## config.mk

```make
export PLATFORM = sky130hd
export DESIGN_NAME = fp16_vdiv_seq
export DESIGN_NICKNAME = d
export VERILOG_FILES = /design/src/rtl/fp16_div_pkg.sv /design/src/rtl/fp16_vdiv_seq.sv
export SDC_FILE = /design/constraint.sdc
export NUM_CORES = 1
export LEC_CHECK = 0
export CELL_PAD_IN_SITES_DETAIL_PLACEMENT = 1
export CELL_PAD_IN_SITES_GLOBAL_PLACEMENT = 1
export CORE_MARGIN = 5
export CORE_UTILIZATION = 38
export CTS_CLUSTER_SIZE = 14
export DETAILED_ROUTE_END_ITERATION = 8
export HOLD_SLACK_MARGIN = 0.12
export PLACE_DENSITY_LB_ADDON = 0.1
export RECOVER_POWER = 100
export SETUP_SLACK_MARGIN = 0.3
export SLEW_MARGIN = 20
export SYNTH_ARGS = -nofsm -noshare
export SYNTH_HDL_FRONTEND = slang
export SYNTH_SLANG_ARGS = --single-unit
export TNS_END_PERCENT = 5
```

## constraint.sdc

```tcl
create_clock -name clk -period 49.4 [get_ports clk]
set_input_delay 12.35 -clock clk [delete_from_list [all_inputs] [get_ports clk]]
set_output_delay 12.35 -clock clk [all_outputs]
set_load 0.02 [all_outputs]
```

## src/rtl/fp16_div_pkg.sv

```systemverilog
// Shared definitions for the FP16 divider and its vector sequencer:
// FSM state encoding, FP16 field positions and small field helpers.
package fp16_div_pkg;

    localparam int FP16_W       = 16;
    localparam int FP16_SIGN    = 15;
    localparam int FP16_EXP_HI  = 14;
    localparam int FP16_EXP_LO  = 10;
    localparam int FP16_MAN_HI  = 9;
    localparam int FP16_MAN_LO  = 0;
    localparam logic [14:0] FP16_SAT = 15'h7FFF;

    typedef enum logic [1:0] {
        S_IDLE  = 2'd0,
        S_ISSUE = 2'd1,
        S_WAIT  = 2'd2,
        S_NEXT  = 2'd3
    } seq_state_t;

    // True for +0 and -0: sign is ignored, exponent and mantissa both zero.
    function automatic logic is_zero_mag(input logic [FP16_W-1:0] v);
        return (v[FP16_EXP_HI:FP16_EXP_LO] == '0) && (v[FP16_MAN_HI:FP16_MAN_LO] == '0);
    endfunction

endpackage

```

## src/rtl/fp16_vdiv_seq.sv

```systemverilog
// Serialises a LANES-wide FP16 divide onto one iterative divider, one lane at a time,
// and returns the packed quotients with per-lane divide-by-zero and timeout flags.
module fp16_vdiv_seq
    import fp16_div_pkg::*;
#(
    parameter int LANES   = 8,
    parameter int TIMEOUT = 255
) (
    input  logic                    clk,
    input  logic                    rst,
    input  logic                    start,
    input  logic [FP16_W*LANES-1:0] vec_x,
    input  logic [FP16_W*LANES-1:0] vec_d,
    output logic                    busy,
    output logic                    done,
    output logic [FP16_W*LANES-1:0] vec_q,
    output logic [LANES-1:0]        dz_flag,
    output logic [LANES-1:0]        to_flag,
    output logic [FP16_W-1:0]       div_dividend,
    output logic [FP16_W-1:0]       div_divisor,
    output logic                    div_valid,
    input  logic                    div_idle,
    input  logic                    div_update,
    input  logic [FP16_W-1:0]       div_q
);

    localparam int VW = FP16_W * LANES;
    localparam int LW = (LANES > 1) ? $clog2(LANES) : 1;
    localparam int TW = (TIMEOUT > 0) ? $clog2(TIMEOUT + 1) : 1;

    seq_state_t        state_q, state_d;
    logic [LW-1:0]     lane_q, lane_d;
    logic [TW-1:0]     tmo_q, tmo_d;
    logic [VW-1:0]     op_x_q, op_x_d;
    logic [VW-1:0]     op_d_q, op_d_d;
    logic [VW-1:0]     vec_q_q, vec_q_d;
    logic [LANES-1:0]  dz_q, dz_d;
    logic [LANES-1:0]  to_q, to_d;
    logic              busy_q, busy_d;
    logic              done_q, done_d;
    logic              div_valid_q, div_valid_d;
    logic [FP16_W-1:0] div_dividend_q, div_dividend_d;
    logic [FP16_W-1:0] div_divisor_q, div_divisor_d;

    logic [FP16_W-1:0] lane_x, lane_dv;

    assign lane_x  = op_x_q[lane_q*FP16_W +: FP16_W];
    assign lane_dv = op_d_q[lane_q*FP16_W +: FP16_W];

    always_comb begin
        state_d        = state_q;
        lane_d         = lane_q;
        tmo_d          = tmo_q;
        op_x_d         = op_x_q;
        op_d_d         = op_d_q;
        vec_q_d        = vec_q_q;
        dz_d           = dz_q;
        to_d           = to_q;
        busy_d         = busy_q;
        done_d         = 1'b0;
        div_valid_d    = 1'b0;
        div_dividend_d = div_dividend_q;
        div_divisor_d  = div_divisor_q;

        case (state_q)
            S_IDLE: begin
                // done_q marks the cycle after completion; a start there is dropped.
                if (start && !done_q) begin
                    op_x_d  = vec_x;
                    op_d_d  = vec_d;
                    vec_q_d = '0;
                    dz_d    = '0;
                    to_d    = '0;
                    lane_d  = '0;
                    busy_d  = 1'b1;
                    state_d = S_ISSUE;
                end
            end
            S_ISSUE: begin
                div_dividend_d = lane_x;
                div_divisor_d  = lane_dv;
                // The divider also reports idle during its output cycle, so exclude it.
                if (div_idle && !div_update) begin
                    div_valid_d = 1'b1;
                    tmo_d       = '0;
                    state_d     = S_WAIT;
                end
            end
            S_WAIT: begin
                if (div_update) begin
                    vec_q_d[lane_q*FP16_W +: FP16_W] = div_q;
                    dz_d[lane_q] = is_zero_mag(lane_dv);
                    state_d      = S_NEXT;
                end else if (tmo_q == TW'(TIMEOUT)) begin
                    vec_q_d[lane_q*FP16_W +: FP16_W] =
                        {lane_x[FP16_SIGN] ^ lane_dv[FP16_SIGN], FP16_SAT};
                    to_d[lane_q] = 1'b1;
                    state_d      = S_NEXT;
                end else begin
                    tmo_d = tmo_q + TW'(1);
                end
            end
            S_NEXT: begin
                if (lane_q == LW'(LANES - 1)) begin
                    busy_d  = 1'b0;
                    done_d  = 1'b1;
                    state_d = S_IDLE;
                end else begin
                    lane_d  = lane_q + LW'(1);
                    state_d = S_ISSUE;
                end
            end
            default: state_d = S_IDLE;
        endcase
    end

    always_ff @(posedge clk or posedge rst) begin
        if (rst) begin
            state_q        <= S_IDLE;
            lane_q         <= '0;
            tmo_q          <= '0;
            op_x_q         <= '0;
            op_d_q         <= '0;
            vec_q_q        <= '0;
            dz_q           <= '0;
            to_q           <= '0;
            busy_q         <= 1'b0;
            done_q         <= 1'b0;
            div_valid_q    <= 1'b0;
            div_dividend_q <= '0;
            div_divisor_q  <= '0;
        end else begin
            state_q        <= state_d;
            lane_q         <= lane_d;
            tmo_q          <= tmo_d;
            op_x_q         <= op_x_d;
            op_d_q         <= op_d_d;
            vec_q_q        <= vec_q_d;
            dz_q           <= dz_d;
            to_q           <= to_d;
            busy_q         <= busy_d;
            done_q         <= done_d;
            div_valid_q    <= div_valid_d;
            div_dividend_q <= div_dividend_d;
            div_divisor_q  <= div_divisor_d;
        end
    end

    assign busy         = busy_q;
    assign done         = done_q;
    assign vec_q        = vec_q_q;
    assign dz_flag      = dz_q;
    assign to_flag      = to_q;
    assign div_valid    = div_valid_q;
    assign div_dividend = div_dividend_q;
    assign div_divisor  = div_divisor_q;

endmodule

```

Yosys cells after proc, flatten, opt, wreduce, memory -nomap -nowiden. Index checks and enable logic that the tools add are counted.

Bits of input ports: 277. Register bits: 448. Output and inout port bits: 179.

Mux-type cells: 35. Reduce and logical (&&, ||, !) cells: 20. Shifts and indexed selects: 5. Magnitude comparators: 2. Add/subtract/negate cells: 3. Equal/unequal tests: 14. Bitwise logic cells: 2.

Operator list (count): 2-to-1 mux 128 bit (3); bitwise mux 128 bit (2); case mux 128 bit (2 select lines) (1); indexed part select 128 x 8 -> 16 bit (2); indexed part select 16 x 34 -> 128 bit (2); variable shift 16 x 34 -> 128 bit, first input constant (1); 2-to-1 mux 8 bit (7); case mux 8 bit (2 select lines) (3); negator 7 -> 34 bit (1); inequality test 2 bit, second input constant (8); AND reduction 3 bit (5); logical NOT 10 bit (1); adder 8 x 1 -> 8 bit, second input constant (1); bitwise mux 8 bit (1); == test 8 bit, second input constant (1); 2-to-1 mux 1 bit (8); 2-to-1 mux 2 bit (4); bitwise OR 8 bit (1); case mux 2 bit (4 select lines) (1); AND reduction 4 bit (2); 2-to-1 mux 3 bit (2); case mux 3 bit (2 select lines) (1); nonzero test 2 bit (3); logical NOT 5 bit (1); 14 further kinds (19).

Logic depth before layout (Yosys ltp).
Depth after elaboration: 8. Mapped depth: 12. Gate-level depth less buffers: 9.

Worst setup path before layout. Ideal clock, no wire load.

Path kind: input-to-reg. Start point: in start. End point: reg vec_q_q[79] (netlist: vec_q[79]). Buffers on the path: 1. Stages on the path: 7. Arrival: 13.647 ns. Path slack: 35.675 ns. Library setup time: 0.078 ns. Cells stage by stage: nand2b_1 -> nand2_1 -> o211ai_1 -> or2_1 -> clkbuf_1 -> or4_1 -> o2bb2ai_1.

Cells in the longest elaborated chain, start to end: 3.

RTL lines: start, declared (RTL line fp16_vdiv_seq.sv:11) `input logic start,`; logical AND 1 bit (RTL line fp16_vdiv_seq.sv:68) `if (start && !done_q) begin`; inequality test 2 bit (no source line); AND reduction 3 bit (no source line); end signal, assigned (RTL line fp16_vdiv_seq.sv:138) `vec_q_q <= vec_q_d;`; end, declared (RTL line fp16_vdiv_seq.sv:36) `logic [VW-1:0] vec_q_q, vec_q_d;`.

Every way passes these cells. A chain may end at the register's enable or synchronous reset.

==> implementation parameters <==
Parameter                              Value

Final layout
  Storage element area ... 0.0112 mm²
  Share of layout cells above drive strength 1 ... 0.207
  Number of standard cells in the final layout excluding fillers ... 2558
  Final core area utilization ... 0.514
  Area taken by multi-input logic gates ... 0.00730 mm²
  Net count of the finished layout ... 2129
  Area added between synthesis and finish ... 34.7%
  Fillcell total ... 5090
  Post-route cell area ... 0.0256 mm²

Worst setup path
  Endpoint type of the worst setup path ... asynchronous set/reset pin
  Origin of the worst setup path ... rst
  R2r setup slk ... 36.10 ns
  Worst-path fanout max ... 146
  Critical path endpoint ... op_d_q[119]
  Arrival time of data at the critical path endpoint ... 23.74 ns
  Reg-to-Reg End ... vec_q[35]
  Type of origin of the critical path ... primary input
  Worst Reg-to-Reg Cells ... 7
  Critical Setup Path Class ... primary input to asynchronous set/reset pin
  Required time of the critical path ... 48.13 ns
  Startpoint of the worst-slack reg-to-reg timing path ... state_q[0]

CTS
  Resize count post-CTS ... 0
  Later-pin clock latency in the skew report ... 0.59 ns
  Number of buffers created by CTS ... 49
  Buffer depth of the longest clock path ... 3
  Clock tree from TritonCTS ... done
  CTS Sinks ... 448
  Clock edge transition at the registers on the reported setup and hold paths ... 0.06 ns
  CTS hold repair buffers ... 0
  H-Tree Level Count ... 2
  Clk root buf ... clkbuf_16
  Number of buffers inserted by post-CTS setup repair ... 0

Drt
  TritonRoute pass-1 iters ... 5
  Routed length per placed instance ... 25.1 µm
  Total detailed-routing wirelength ... 64.3 mm
  Final antenna-violating net count ... 0
  Number of DRC markers in iteration 0 ... 751
  Vias per cell ... 5.38
  Met3 WL ... 3.86 mm
  Metal2 WL ... 31.8 mm
  Sum of routed wire segments on met1 ... 27.1 mm
  Max layer used ... met5
  DRC Markers ... 0
  Via count ... 13800

GRT
  First-pass GRT wire length ... 95.4 mm
  Total overflow reported by the global router ... 0
  Via count of the first global-routing pass ... 14900
  Global-route usage over all layers ... 0.229
  Initial antenna violation count ... 14
  Pin count of the biggest net entering global routing ... 183

Timing
  Final setup violation count ... 0
  Final period utilization ... 0.506
  Max transition margin ... -5.90
  Time the final worst path needs with I/O delays and setup ... 25.01 ns
  Pins over their slew limit ... 844
  Worst clock skew on the final layout ... 0.0187 ns
  Top achievable clock speed ... 40.0 MHz
  Transition time at the pin with the least slew margin ... 10.36 ns
  Endpoints failing hold ... 0
  Worst hold slack across all endpoints ... 0.478 ns
  Unrepaired setup endpoints after global routing ... no
  Setup tns final ... 0 ns

Min path
  Min-delay src ... vec_q[80]
  Worst hold path type ... flip-flop to flip-flop

Run
  Total of max-cap violations ... 10

Floorplan
  Die Footprint ... 0.0547 mm²
  Number of placement rows ... 82
  Chip Width ... 234 µm
  Effective utilization at floorplan ... 0.382
  Number of primary I/O pins ... 456
  Die extent in y ... 234 µm
  Placeable Area ... 0.0499 mm²

Logic synthesis
  Area leader, netlist ... dfrtp_1
  Number of distinct standard cells referenced by the synthesized netlist ... 57
  Primary flip-flop cell chosen by synthesis mapping ... dfrtp_1
  Most used standard cells in the synthesized netlist ... dfrtp_1, mux2_2, nor2_1
  Yosys synthesis warning count ... 0
  Part of the Yosys area used for sequential elements ... 0.589
  Post-Synthesis Cell Area ... 0.0190 mm²
  Portion of synthesized cell area occupied by the leading cell type ... 0.589
  Largest cells by area after synthesis ... dfrtp_1, mux2_2, a22o_1, o2bb2ai_1, a221oi_1
  Most common cell in the synthesized netlist ... dfrtp_1
  #FFs+latches synth ... 448
  Post-Syn Instances ... 1419
  Synthesized net count ... 1705
  Fraction of synthesis flops using an asynchronous set or reset pin ... 1.00
  Number of flops mapped to enable cells by yosys ... 0
  Post-Syn Area per Cell ... 13.4 µm²

Placement
  I/O Buffers ... 455
  Estimated wirelength of the detail-placed design ... 46.9 mm
  Total instance count after detailed placement ... 2464
  Placement-stage cell area ... 0.0241 mm²
  GPL Wtd Cong ... 0.800

Status
  Violations in the final reports ... max-capacitance violations, max-slew violations
  Status ... finished with violations

Pwr
  Reported leakage power ... 11.2 nW
  Maximum vdd drop ... 0.0276 mV
  Pwr per Cell Area ... 61.0 mW/mm²
==> registers in the layout, summed over array words and instances, names as in the netlist <==
register / count
state_q: 2
dz_flag: 8
vec_q: 128
to_flag: 8
op_x_q: 128
div_valid: 1
div_divisor: 16
done: 1
lane_q: 3
busy: 1
op_d_q: 128
div_dividend: 16
tmo_q: 8
==> cell type report <==
class                           instances  share of cell area
Clock buffer                           71              0.0573
Tap cell                              672              0.0328
Clock inverter                         15             0.00429
Sequential cell                       448               0.437
Timing Repair Buffer                  473               0.182
Multi-Input combinational cell        862               0.285
Inverter                                9             0.00137
Antenna cell                            8            0.000781
==> critical path, stage by stage <==
cell and delay, ns:
dlygate4sd3_1 0.55, clkinvlp_2 2.71, clkbuf_1 2.30, clkbuf_1 5.49
==> stage by stage <==
step | setup WS [ns] | power (mW)
after floorplan | 24.56 | 0.972
after global placement | 34.13 | 1.18
after detailed placement | 34.05 | 1.20
after CTS | 34.70 | 1.57
after global routing | 21.46 | 1.65
final | 24.39 | 1.56
==> routing by layer <==
| layer | global-route usage | vias up |
|---|---|---|
| li1 | - | 6163 |
| met1 | 0.305 | 7147 |
| met2 | 0.380 | 360 |
| met3 | 0.0509 | 90 |
| met4 | 0.0685 | 10 |
| met5 | 0 | - |
==> worst min-delay path by stage <==
stage	endpoint	depth (start not counted)
2_1_floorplan	tmo_q[1]	2
3_3_place_gp	div_dividend[2]	1
3_5_place_dp	vec_q[113]	1
4_1_cts	div_dividend[12]	1
5_1_grt	vec_q[64]	1
6_report	vec_q[80]	1
==> cell usage in the layout, fill, tap and decap left out, drive strengths merged, types with 8 or more instances in the layout <==
cell / instances
dfrtp: 448
a221oi: 50
mux4: 12
diode: 8
inv: 10
o21ai: 28
nor2: 87
a31oi: 11
ha: 9
clkdlybuf4s50: 273
a22o: 79
o22a: 11
clkinv: 11
mux2: 269
nand2b: 21
buf: 9
dlygate4sd3: 182
o2bb2ai: 66
nand2: 42
a21oi: 48
clkbuf: 80
mux2i: 22
nor2b: 22
==> power breakdown <==
part           leakage, nW  internal [mW]  total [mW]  switching, mW
sequential            5.59          0.508       0.591         0.0836
clock                0.792          0.210       0.361          0.151
combinational         4.79          0.296       0.612          0.316
total                 11.2           1.01        1.56          0.550
==> logic make-up (layout without fill, tap and decap cells) <==
logic type      Yosys count  after routing  share of synthesized area
flops                   448            448                      0.589
compound gates          332            332                      0.138
simple gates            212            212                     0.0526
xor+xnor                  6              6                    0.00276
fa+ha+maj                 9              9                    0.00592
buf+inv                 109            568                     0.0270
mux                     303            303                      0.185
other cells               0              8                          0
Note: power is estimated with default switching activity, not from simulation.
